--- src/rtl/i2s_pkg.sv ---
// Shared types and helpers for the I2S slave receiver.
package i2s_pkg;

    typedef enum logic [1:0] {IDLE, SYNC, LEFT, RIGHT} rx_state_t;

    localparam logic I2S_LEFT  = 1'b0;
    localparam logic I2S_RIGHT = 1'b1;

    function automatic int cnt_width(input int data_width);
        return $clog2(data_width + 1);
    endfunction

endpackage

--- src/rtl/i2s_sync_edge.sv ---
// N-stage synchroniser for an asynchronous input, with optional rising-edge pulse.
module i2s_sync_edge #(
    parameter int STAGES  = 2,
    parameter bit EDGE_EN = 1'b0
) (
    input  logic clk,
    input  logic rst,
    input  logic d,
    output logic q,
    output logic rise
);

    logic [STAGES-1:0] pipe;

    always_ff @(posedge clk) begin
        if (rst) pipe <= '0;
        else     pipe <= {pipe[STAGES-2:0], d};
    end

    assign q = pipe[STAGES-1];

    generate
        if (EDGE_EN) begin : g_edge
            logic prev;
            always_ff @(posedge clk) begin
                if (rst) prev <= 1'b0;
                else     prev <= q;
            end
            assign rise = q & ~prev;
        end else begin : g_no_edge
            assign rise = 1'b0;
        end
    endgenerate

endmodule

--- src/rtl/i2s_slave_rx.sv ---
// I2S slave receiver: resynchronises SCK/WS/SD, deserialises MSB-first
// left/right words and holds each stereo pair in a valid/ready register.
module i2s_slave_rx
    import i2s_pkg::*;
#(
    parameter int DATA_WIDTH  = 24,
    parameter int SYNC_STAGES = 2
) (
    input  logic                  lmmi_clk_i,
    input  logic                  reset_i,
    input  logic                  conf_en_i,
    input  logic                  i2s_sck_i,
    input  logic                  i2s_ws_i,
    input  logic                  i2s_sd_i,
    input  logic                  sample_ready_i,
    output logic [DATA_WIDTH-1:0] left_dat_o,
    output logic [DATA_WIDTH-1:0] right_dat_o,
    output logic                  sample_valid_o,
    output logic                  overrun_o,
    output logic                  short_slot_o,
    output logic                  locked_o
);

    localparam int CW = cnt_width(DATA_WIDTH);

    logic sck_s, sck_rise, ws_s, ws_rise, sd_s, sd_rise;
    logic unused_ok;

    i2s_sync_edge #(.STAGES(SYNC_STAGES), .EDGE_EN(1'b1)) u_sck (
        .clk(lmmi_clk_i), .rst(reset_i), .d(i2s_sck_i), .q(sck_s), .rise(sck_rise));
    i2s_sync_edge #(.STAGES(SYNC_STAGES), .EDGE_EN(1'b0)) u_ws (
        .clk(lmmi_clk_i), .rst(reset_i), .d(i2s_ws_i), .q(ws_s), .rise(ws_rise));
    i2s_sync_edge #(.STAGES(SYNC_STAGES), .EDGE_EN(1'b0)) u_sd (
        .clk(lmmi_clk_i), .rst(reset_i), .d(i2s_sd_i), .q(sd_s), .rise(sd_rise));

    assign unused_ok = ^{sck_s, ws_rise, sd_rise};

    rx_state_t             state;
    logic                  ws_last;
    logic [CW-1:0]         cnt, cnt_nx;
    logic [DATA_WIDTH-1:0] shreg, word_nx, left_hold;
    logic                  slot_short;

    // Word as it stands once the current bit is stored; excess bits fall away.
    always_comb begin
        word_nx = shreg;
        for (int i = 0; i < DATA_WIDTH; i++) begin
            if (cnt == CW'(DATA_WIDTH - 1 - i)) word_nx[i] = sd_s;
        end
        cnt_nx     = (cnt < CW'(DATA_WIDTH)) ? cnt + CW'(1) : cnt;
        slot_short = (cnt_nx < CW'(DATA_WIDTH));
    end

    always_ff @(posedge lmmi_clk_i) begin
        if (reset_i) begin
            state          <= IDLE;
            ws_last        <= I2S_LEFT;
            cnt            <= '0;
            shreg          <= '0;
            left_hold      <= '0;
            left_dat_o     <= '0;
            right_dat_o    <= '0;
            sample_valid_o <= 1'b0;
            overrun_o      <= 1'b0;
            short_slot_o   <= 1'b0;
            locked_o       <= 1'b0;
        end else begin
            overrun_o    <= 1'b0;
            short_slot_o <= 1'b0;
            if (sample_valid_o && sample_ready_i) sample_valid_o <= 1'b0;

            if (!conf_en_i) begin
                state          <= IDLE;
                locked_o       <= 1'b0;
                sample_valid_o <= 1'b0;
                shreg          <= '0;
                cnt            <= '0;
            end else begin
                case (state)
                    IDLE: begin
                        state <= SYNC;
                        shreg <= '0;
                        cnt   <= '0;
                    end
                    SYNC: if (sck_rise) begin
                        ws_last <= ws_s;
                        if (ws_last == I2S_RIGHT && ws_s == I2S_LEFT) begin
                            state    <= LEFT;
                            locked_o <= 1'b1;
                        end
                    end
                    LEFT, RIGHT: if (sck_rise) begin
                        ws_last <= ws_s;
                        if (ws_s != ws_last) begin
                            // The bit on the WS-change rise still belongs to the closing slot.
                            shreg        <= '0;
                            cnt          <= '0;
                            short_slot_o <= slot_short;
                            if (state == LEFT) begin
                                left_hold <= word_nx;
                                state     <= RIGHT;
                            end else begin
                                left_dat_o     <= left_hold;
                                right_dat_o    <= word_nx;
                                sample_valid_o <= 1'b1;
                                overrun_o      <= sample_valid_o && !sample_ready_i;
                                state          <= LEFT;
                            end
                        end else begin
                            shreg <= word_nx;
                            cnt   <= cnt_nx;
                        end
                    end
                    default: state <= IDLE;
                endcase
            end
        end
    end

endmodule

--- config.mk ---
export PLATFORM = sky130hd
export DESIGN_NAME = i2s_slave_rx
export DESIGN_NICKNAME = d
export VERILOG_FILES = /design/src/rtl/i2s_pkg.sv /design/src/rtl/i2s_sync_edge.sv /design/src/rtl/i2s_slave_rx.sv
export SDC_FILE = /design/constraint.sdc
export NUM_CORES = 1
export LEC_CHECK = 0
export CORE_ASPECT_RATIO = 0.6
export CORE_MARGIN = 3
export CORE_UTILIZATION = 56
export CTS_BUF_LIST = sky130_fd_sc_hd__clkbuf_8 sky130_fd_sc_hd__clkbuf_16
export DETAILED_ROUTE_END_ITERATION = 7
export GPL_ROUTABILITY_DRIVEN = 0
export PLACE_DENSITY = 0.83
export SLEW_MARGIN = 5
export SYNTH_ARGS = -nofsm -noshare
export SYNTH_HDL_FRONTEND = slang
export SYNTH_SLANG_ARGS = --single-unit
--- constraint.sdc ---
create_clock -name lmmi_clk_i -period 1.9 [get_ports lmmi_clk_i]
set_clock_uncertainty 0.05 [all_clocks]
set_input_delay 0.19 -clock lmmi_clk_i [delete_from_list [all_inputs] [get_ports lmmi_clk_i]]
set_output_delay 0.19 -clock lmmi_clk_i [all_outputs]
set_load 0.005 [all_outputs]
==> metrics.txt, run 1 <==
Pwr Density 885 nW/um^2; Max clock buf depth 2; io pins a little under 60; Antenna Nets Post-Route 0; hpwl dp roughly 7500 um; HP Class in -> reg; CTS Buf Count 17; syn nets just over 500; Core Box Area about 8600 sq um; Post-CTS Hold Fix Bufs 0; antenna violations before repair 0; clk sinks 115; Initial Utilization around three fifths; Seq/Total Area, Yosys 45.9%; CP max-delay cell dfxtp_1; Total Routing Usage GR 26.3%; library cells used by synthesis 46; CP delay by family, top flip-flops; CTS tree done; Tightest Pin Transition ~0.48 ns; 1st-iter DRT viols 420; I/O Buffers a little under 60; final layout net count around 560; maxcap violations 0; crit path DAT about 2.1 ns; Non-Filler Instances about 670; n_diodes 0; Post-Syn Area 5020 sq um; Clk pin slew, worst setup/hold paths around 0.050 ns; critical path's largest stage delay ~0.45 ns; fin crit period 1.86 ns; Worst Path Required around 2.1 ns; top cell type's share of synthesized area between 40% and 50%; DRC viols 0; nature of the critical path endpoint flop; largest net degree at the start of global routing 83; Final Hold Viols 0; first-pass GRT wire length 21100 um; Tcrit/Tclk final between 90 and 100%; Setup violations, final 0; post-synthesis cell count 492; placed inst area between 5000 and 6000 sq um; CTS root buffer clkbuf_16; Skew-Pair Late Insertion Delay a little over 0.4 ns; DR vias approximately 4300; reg-to-reg setup timing slack a little over 0.04 ns; average cell area after synthesis a little over 10 sq um; leakage power 2.03 nW; drt first pass iters 5; H-tree depth 4; synthesized flop and latch total ~120; WL final about 13000 um; row cnt 26; vias in the first global route a little over 4000; Overflow after GRT 0; ratio of cells with drive above 1 in the final layout about a fifth; crit-path cells inv_1, ha_1, buf_4, nand4b_1, mux2i_2, a211oi_1; worst path bufs/invs 2; Pins Over Slew Limit 0; most common cell after layout, fill and taps aside dfxtp_1; Setup Crit Path Kind reg -> reg; Avg WL per Cell 20.0 um; Post-Place Cells around 640; chip height slightly below 80 um; status completed; post-synth top area cell dfxtp_1; Slew HR between 60% and 70%; worst ir drop on vdd 0.000620 V; Die ar. 10200 sq um; area grow syn2layout 25.9%; Worst setup SP type flop; Layout Cell Area excl Fill 6320 sq um; vias per inst between 6 and 7; DIE WIDTH about 130 um; Synth Warn # 0; most frequent cells in the layout dfxtp_1, a21oi_1, clkdlybuf4s50_1; Crit Path Max Fanout 7; Max Clk Rate 0.538 GHz; top cells by area, synth dfxtp_1, a21oi_1, a211oi_2
cell families after synthesis:
family                   Yosys count  share of synthesized area, %
AO/OA/AOI/OAI                    191                          26.2
flip-flops                       115                          45.9
AND/OR/NAND/NOR                   93                          13.9
buffers and inverters             62                          7.48
multiplexers                      24                          4.78
adder cells (fa/ha/maj)            7                          1.74
per-stage QoR:
step	util [%]	setup WS (ns)	hold slack [ns]	total power, W	TNS, ns
floorplan	-	0.200	0.217	0.00254	0
global placement	65.7	0.0480	0.369	0.00258	0
detailed placement	65.7	0.0762	0.371	0.00258	0
CTS	72.7	0.0152	0.126	0.00561	0
global route	73.3	-0.0153	0.144	0.00574	-0.0349
finish	73.3	0.0407	0.135	0.00559	0
path summary, 6_finish.rpt:
path | cells after the start | to | start
min | 3 | state[0]$_SDFFE_PP0P_ | reset_i
max reg2reg | 6 | right_dat_o[2]$_SDFFE_PP0P_ | cnt[1]$_SDFFE_PP0P_
max | 6 | right_dat_o[2]$_SDFFE_PP0P_ | cnt[1]$_SDFFE_PP0P_
min reg2reg | 1 | u_sck.pipe[1]$_SDFF_PP0_ | u_sck.pipe[0]$_SDFF_PP0_
flip-flops by register name, summed over array words and instances, names as in the netlist:
signal and count:
sample_valid_o 1, locked_o 1, u_sck.g_edge.prev 1, u_sck.pipe 2
short_slot_o 1, u_sd.pipe 2, shreg 24, left_hold 24
left_dat_o 24, ws_last 1, u_ws.pipe 2, overrun_o 1
right_dat_o 24, state 2, cnt 5
layout make-up:
type	count	area [sq um]
inverter	6	22.5
multi-input combinational	316	2390
sequential	115	2310
clock buffer	19	453
timing repair buffer	88	888
tap	112	140
fill	586	2300
clock inverter	12	116
routing by layer:
| layer | GRT usage, % | share of wire, % |
|---|---|---|
| met5 | 0 | 0 |
| met4 | 7.42 | 1.2 |
| met3 | 8.06 | 7.3 |
| met2 | 42.2 | 47 |
| met1 | 34.4 | 44 |
cells in the mapped netlist, drive strengths merged:
cell,instances
dfxtp,115
buf,38
o2bb2ai,23
nor2b,12
o31ai,1
and4bb,11
nor2,3
nor4bb,2
or2,1
a22oi,2
o32ai,1
inv,6
o311ai,1
nand2,5
o311a,1
o211ai,1
nand4b,8
and2,4
a32oi,1
nand2b,2
nand4bb,1
and4b,1
or3,1
clkbuf,18
nand4,2
nand3b,2
o22ai,1
nor4b,5
nand3,28
a211oi,49
a21oi,76
a31oi,5
mux2i,24
ha,7
and3,5
o21ai,28
a21o,1
tightest hold or removal path: cells and delay by family:
family | cells | cell delay (ns)
buffers and inverters | 1 | 0.12
and+or+nand+nor | 2 | 0.24
where the power goes:
part	switching, W	internal (W)
Sequential	0.00000600	0.00242
Clock	0.00109	0.00197
Combinational	0.0000672	0.0000374
Total	0.00117	0.00442
timing repair:
| action | 4_1_cts | 5_1_grt |
|---|---|---|
| setup buffers | 0 | 0 |
| endpoints found under the hold margin | 0 | 0 |
| pin swaps | 0 | 1 |
| resized for setup | 0 | 12 |
| endpoints found under the setup margin | 1 | 37 |
| cloned | 1 | 1 |
Note: power is estimated with default switching activity, not from simulation.
==> inputs of run 2 (changes only) <==
Settings changed: CTS_CLUSTER_SIZE set to 8.
==> results of run 2 <==
Final layout, timing and power as in run 1 (identical DEF).
